**src/rtl/poly_lfsr_burst_gen.sv**
```systemverilog
// poly_lfsr_burst_gen: multi-step Fibonacci LFSR word generator.
// Each output word carries STEPS consecutive LFSR states (lane i = state after
// i+1 steps). Words are emitted in bursts over a valid/ready handshake, with
// seed loading, zero-seed lock-up protection and an optional burst length.
module poly_lfsr_burst_gen #(
  parameter int                WIDTH = 16,
  parameter int                STEPS = 8,
  parameter logic [WIDTH-1:0]  TAPS  = WIDTH'(16'hB400),
  parameter int                LEN_W = 16
) (
  input  logic                     clk,
  input  logic                     reset_n,
  input  logic                     seed_load,
  input  logic [WIDTH-1:0]         seed_value,
  input  logic                     start,
  input  logic [LEN_W-1:0]         burst_len,
  input  logic                     abort,
  output logic [STEPS*WIDTH-1:0]   out_data,
  output logic                     out_valid,
  input  logic                     out_ready,
  output logic                     done,
  output logic [LEN_W-1:0]         word_count,
  output logic                     lockup
);

  typedef enum logic {IDLE, RUN} fsm_t;

  fsm_t                   fsm_reg;
  logic [WIDTH-1:0]       state_reg;
  logic [WIDTH-1:0]       state_next;
  logic [WIDTH-1:0]       adv_state;
  logic [STEPS*WIDTH-1:0] lanes_next;
  logic [STEPS*WIDTH-1:0] out_data_reg;
  logic                   out_valid_reg;
  logic                   done_reg;
  logic                   lockup_reg;
  logic [LEN_W-1:0]       word_count_reg;
  logic [LEN_W-1:0]       word_count_next;
  logic [LEN_W-1:0]       len_reg;
  logic                   accept;
  logic                   last_word;

  // One Fibonacci step: shift left, feedback is the parity of the tapped bits.
  function automatic logic [WIDTH-1:0] lfsr_step(input logic [WIDTH-1:0] s);
    return {s[WIDTH-2:0], ^(s & TAPS)};
  endfunction

  assign accept          = out_valid_reg & out_ready;
  assign word_count_next = word_count_reg + LEN_W'(1);
  assign last_word       = (len_reg != '0) && (word_count_next == len_reg);

  // State reached after a full word (STEPS steps) from the current state.
  always_comb begin
    adv_state = state_reg;
    for (int i = 0; i < STEPS; i++) begin
      adv_state = lfsr_step(adv_state);
    end
  end

  // Next LFSR state: a seed load overrides advancement; only acceptance advances.
  always_comb begin
    state_next = state_reg;
    if (seed_load) begin
      state_next = (seed_value == '0) ? '1 : seed_value;
    end else if (accept) begin
      state_next = adv_state;
    end
  end

  // Lanes of the word that will be presented from next cycle's state.
  always_comb begin
    logic [WIDTH-1:0] s;
    s          = state_next;
    lanes_next = '0;
    for (int i = 0; i < STEPS; i++) begin
      s = lfsr_step(s);
      lanes_next[i*WIDTH +: WIDTH] = s;
    end
  end

  // Burst FSM with registered state, data, valid, done, counter and lock-up flag.
  always_ff @(posedge clk or negedge reset_n) begin
    if (!reset_n) begin
      fsm_reg        <= IDLE;
      state_reg      <= '1;
      out_data_reg   <= '0;
      out_valid_reg  <= 1'b0;
      done_reg       <= 1'b0;
      lockup_reg     <= 1'b0;
      word_count_reg <= '0;
      len_reg        <= '0;
    end else begin
      state_reg    <= state_next;
      out_data_reg <= lanes_next;
      done_reg     <= 1'b0;
      if (seed_load && (seed_value == '0)) begin
        lockup_reg <= 1'b1;
      end
      case (fsm_reg)
        IDLE: begin
          out_valid_reg <= 1'b0;
          // abort beats a simultaneous start
          if (start && !abort) begin
            word_count_reg <= '0;
            len_reg        <= burst_len;
            out_valid_reg  <= 1'b1;
            fsm_reg        <= RUN;
          end
        end
        RUN: begin
          // a word taken on the same edge as abort is still counted
          if (accept) begin
            word_count_reg <= word_count_next;
          end
          if (abort) begin
            out_valid_reg <= 1'b0;
            fsm_reg       <= IDLE;
          end else if (accept && last_word) begin
            done_reg      <= 1'b1;
            out_valid_reg <= 1'b0;
            fsm_reg       <= IDLE;
          end
        end
        default: begin
          out_valid_reg <= 1'b0;
          fsm_reg       <= IDLE;
        end
      endcase
    end
  end

  assign out_data   = out_data_reg;
  assign out_valid  = out_valid_reg;
  assign done       = done_reg;
  assign word_count = word_count_reg;
  assign lockup     = lockup_reg;

endmodule
```
**config.mk**
```make
export PLATFORM = sky130hd
export DESIGN_NAME = poly_lfsr_burst_gen
export DESIGN_NICKNAME = d
export VERILOG_FILES = /design/src/rtl/poly_lfsr_burst_gen.sv
export SDC_FILE = /design/constraint.sdc
export NUM_CORES = 1
export LEC_CHECK = 0
export CELL_PAD_IN_SITES_DETAIL_PLACEMENT = 1
export CELL_PAD_IN_SITES_GLOBAL_PLACEMENT = 1
export CORE_MARGIN = 2
export CORE_UTILIZATION = 47
export CTS_CLUSTER_SIZE = 10
export DETAILED_ROUTE_END_ITERATION = 10
export DONT_BUFFER_PORTS = 1
export PLACE_DENSITY = 0.92
export SETUP_SLACK_MARGIN = 0.02
export SLEW_MARGIN = 20
export SYNTH_ARGS = -nofsm -noshare
export SYNTH_HDL_FRONTEND = slang
export SYNTH_SLANG_ARGS = --single-unit
```
**constraint.sdc**
```tcl
create_clock -name clk -period 3 [get_ports clk]
set_input_delay 0.9 -clock clk [delete_from_list [all_inputs] [get_ports clk]]
set_output_delay 0.9 -clock clk [all_outputs]
set_load 0.005 [all_outputs]
```
# Word-level counts from Yosys, hierarchy flattened
# Index checks and enable logic that the tools add are counted.
# word_totals
ff_bits	180
output_inout_bits	147
# classes
n_addsub	1
n_eq_ne	4
muxes	16
n_bitwise	2
reduce_logical	25
# ops
cell	count
XOR reduction 16 bit	16
2-to-1 mux 16 bit	5
one-hot mux 16 bit (2 select lines)	1
adder 16 x 1 -> 16 bit (second input constant)	1
equality test 16 bit	1
zero test 16 bit	1
nonzero test 16 bit	1
2-to-1 mux 1 bit	8
logical AND 1 bit	4
one-hot mux 1 bit (2 select lines)	2
AND reduction 2 bit	2
!= test 3 x 2 -> 1 bit (second input constant)	1
!= test 2 x 1 -> 1 bit (second input constant)	1
!= test 2 bit (second input constant)	1
AND 1 bit	1
zero test 1 bit	1
inverter 1 bit	1

# Depth between registers and ports, before layout
# logic_depth
depth_word	7
depth_mapped	9
ltp_nobuf	8

# Worst setup path after synthesis
# Ideal clock, no wire load.
# synth_path
path_kind	register to register
start	register word_count_reg[8] (netlist: word_count[8])
end	register done_reg (netlist: done)
arrival_time_ns	2.652
required_ns	2.933
setup_slack_ns	0.281
path_stages_with_launch	9
path_buffers	1
period_less_slack_ns	2.719
path_cell_list	dfrtp_1 > clkbuf_8 > clkinv_1 > or4_4 > or3_1 > and3_1 > or4_4 > a2111oi_4 > and3b_1
# synth_between
elab_chain_cells	7
# synth_rtl
item	line	rtl
start, declared	37	logic [LEN_W-1:0] word_count_reg;
start signal, assigned	113	word_count_reg <= word_count_next;
adder 16 x 1 -> 16 bit	49	assign word_count_next = word_count_reg + LEN_W'(1);
equality test 16 bit	50	assign last_word = (len_reg != '0) && (word_count_next == len_reg);
logical AND 1 bit	50	
logical AND 1 bit	118	end else if (accept && last_word) begin
2-to-1 mux 1 bit	118	
2-to-1 mux 1 bit	115	if (abort) begin
2-to-1 mux 1 bit	99	case (fsm_reg)
end signal, assigned	88	done_reg <= 1'b0;
end signal, assigned	95	done_reg <= 1'b0;
end signal, assigned	119	done_reg <= 1'b1;
end, declared	35	logic done_reg;
# Every way passes these cells.
# A chain may end at the register's enable or synchronous reset.

# Worst setup path after layout
# layout_path
start	register word_count_reg[1] (netlist: word_count[1])
end	register done_reg (netlist: done)
# Same word-level chain as after synthesis.

==> PnR_summary.wiki <==
{| class="wikitable"
! Metric !! Value
|-
| Result of the run || complete, no violations
|-
| Final Hold Viols || 0
|-
| # IOs || 185
|-
| Min-delay worst type || in2async
|-
| Post-route clock skew || 13.0 ps
|-
| #FFs+latches synth || 75
|-
| Synth top area share || 0.317
|-
| Starting density of the core || 0.482
|-
| Count of input and output buffers || 0
|-
| Switching Share || 0.303
|-
| Diode insertion count for antenna repair || 0
|-
| EDFF count, synth || 0
|-
| Top flip-flop cell by instance count after synthesis || dfrtp_1
|-
| Leading cell types in the layout, fill and taps excluded || 58 x dfrtp_1, 46 x o21ai_0, 38 x xnor2_1, 35 x nand2_1, 25 x nor2_1
|-
| Latest clock arrival within the worst-skew pair || about 360 ps
|-
| Pre-CTS setup slack || about 170 ps
|-
| P_int || 0.00195 W
|-
| Number of clock sinks seen by CTS || 75
|-
| Worst-case setup margin in the final layout || roughly 190 ps
|-
| Detail Placement HPWL || approximately 8.3 mm
|-
| Number of max-slew violations in the final report || 0
|-
| Via count || roughly 3000
|-
| Max-cap viol count || 0
|-
| H-Tree Depth || 3
|-
| DIE AREA || 10700 µm²
|-
| Worst hold slack across all endpoints || 219 ps
|-
| Maximum number of pins on one net before global-route repair || 76
|-
| Setup Total Neg Slack || 0 ps
|-
| Number of clock buffers inserted by TritonCTS || 9
|-
| Clock period minus worst slack || approximately 2800 ps
|-
| Worst-Margin Slew || 705 ps
|-
| Clock network fraction of total power || 0.341
|-
| Synthesized net count || 522
|-
| Reported leakage power || 1.71 nW
|-
| Number of design-rule violations left by the first detailed-router iteration || 137
|-
| Power Density || between 600 and 700 nW/µm²
|-
| Post-route clock period utilization || 0.936
|-
| Final number of setup-violating endpoints || 0
|-
| Initial DRT Pass Iterations || 6
|-
| Vias in the first global route || 3420
|-
| Sequential share of the synthesized area || 0.407
|-
| Top area cells in the synthesized netlist || dfrtp_1 32%, buf_4 17%, dfstp_2 9.0%
|-
| Congestion Overflow GR || 0
|-
| Launching element type of the critical path || register
|-
| Max Clk Rate || 0.356 GHz
|-
| Post-synthesis average cell area || 9.66 µm²
|-
| Synthesized netlist cell count || slightly below 500
|-
| Number of distinct library cells after synthesis || 50
|-
| Growth of design area from synthesis to finish || -7.24%
|-
| Layout cells sized above 1 || 0.196
|-
| Post-DRT Antenna Nets || 0
|-
| Number of flip-flops under the largest register name || 23
|-
| Most frequent standard cell in the layout excluding fill and tap cells || dfrtp_1
|-
| Floorplan die width || 104 µm
|-
| Number of remaining DRC errors || 0
|-
| Switching power || 0.000849 W
|-
| Asr flop ratio synth || 1.00
|-
| Number of placement rows || 36
|-
| CP required || 3290 ps
|-
| TritonCTS clock tree || done
|-
| Number of antenna violations at the first check in global routing || 0
|-
| Arrival time of data at the critical path endpoint || 3100 ps
|-
| Global placement routability congestion || 0.883
|-
| First-pass GRT wire length || 18.6 mm
|-
| Final-layout fill cell count || 1088
|-
| Maximum fanout encountered on the critical timing path || 6
|-
| Overall routing resource usage || 0.222
|-
| Crit Path Class || reg2reg
|-
| Cell taking the most area after synthesis || dfrtp_1
|-
| Per-cell routed wire length || around 22 µm
|-
| Register clock-pin slew on the reported worst setup and hold paths || 80 ps
|-
| Endpoint type of the worst setup path || register
|-
| Number of warnings issued by yosys || 0
|-
| Placeable core area || a little under 10000 µm²
|-
| Floorplan die height || around 100 µm
|-
| Worst vdd rail ir drop || roughly 320 µV
|-
| Slew Limit Headroom || 0.529
|-
| Vias per inst || around 5.8
|-
| Unrepaired setup endpoints after global routing || false
|-
| Wire length after detailed routing || around 12 mm
|-
| Combinational share of power || 0.157
|-
| Buffer cell driving the clock tree root || clkbuf_8
|-
| Synthesized area || 4660 µm²
|-
| NumNets Final || ~430
|-
| Clk buf depth || 2
|-
| Sequential share of power || 0.502
|}
-- power groups by stage --
stage	clock, W	combinational, W	sequential, W
after floorplan	0	0.000748	0.00132
after global placement	0	0.000405	0.00142
after detailed placement	0	0.000428	0.00143
after CTS	0.000973	0.000440	0.00141
after global routing	0.00100	0.000488	0.00144
final	0.000955	0.000439	0.00141
-- what timing repair did --
item | 4_1_cts | 5_1_grt
buffers inserted | 0 | 0
gates resized for setup | 0 | 5
setup endpoints to repair | 0 | 3
hold buffers | 0 | 0
-- routing by layer --
| layer | vias to the layer above | global-route usage | share of wire |
|---|---|---|---|
| met3 | 25 | 0.0566 | 0.056 |
| li1 | 1350 | - | - |
| met1 | 1543 | 0.225 | 0.35 |
| met4 | 0 | 0.0801 | 0.020 |
| met5 | - | 0 | 0 |
| met2 | 130 | 0.432 | 0.58 |
-- stage by stage --
step / util / area, µm² / std cells / total power (W)
4_1_cts: 0.446 / 4320 / 525 / 0.00283
6_report: 0.447 / 4330 / 525 / 0.00280
5_1_grt: 0.447 / 4330 / 525 / 0.00293
3_5_place_dp: 0.421 / 4070 / 509 / 0.00186
3_3_place_gp: 0.421 / 4070 / 509 / 0.00183
2_1_floorplan: - / 4660 / 483 / 0.00207
-- final cells by class --
class / instances / area [µm²] / share of cell area
inverters: 2 / 7.51 / 0.00174
repair buffers: 16 / 120 / 0.0278
multi-input cells: 283 / 1890 / 0.437
well taps: 133 / 166 / 0.0385
clock buffers: 12 / 145 / 0.0335
clock inverters: 4 / 97.6 / 0.0226
flip-flops and latches: 75 / 1900 / 0.439
-- logic make-up after synthesis --
group           after synthesis  synth area share
buf+inv                     125             0.191
simple gates                114             0.124
compound gates               85             0.109
flops                        75             0.407
xor+xnor                     60             0.113
mux                          23            0.0542
fa+ha+maj                     1           0.00268
-- critical path, stage by stage, from the launching register on --
cell	delay (ps)
dfrtp_2	440
nand2_2	120
or4_4	570
or3_1	360
and3_1	180
or4_4	490
a2111oi_4	380
and3b_1	200
-- Yosys cell counts, types with 2 or more instances --
cell      instances
o21ai_0          46
o21ai_1           2
nand3_1           5
nand4_1           9
dfstp_2          16
mux2i_1           5
and3_1            3
xnor2_1          38
nor3_1            5
dfrtp_1          59
o41ai_1           2
a21oi_1          14
clkbuf_1         13
or4_4             2
buf_4           105
a211oi_1          5
mux2_2           18
nor3b_1           2
nand2_1          35
o31ai_1           5
nor4_1           11
nand3_2           2
nor2_1           25
nand2b_1          4
buf_6             2
xor2_1           22
and2_1            2
a31oi_1           4
-- final timing paths --
path	from	to	slack, ps	depth (start not counted)
min reg2reg	lockup	lockup	510	1
min in group clk	lockup	lockup	510	1
min	reset_n	word_count[7]	220	0
max reg2reg	word_count[1]	done	190	7
max	word_count[1]	done	190	7
max in group asynchronous	reset_n	state_reg[6]	2560	0
Note: power is estimated with default switching activity, not from simulation.
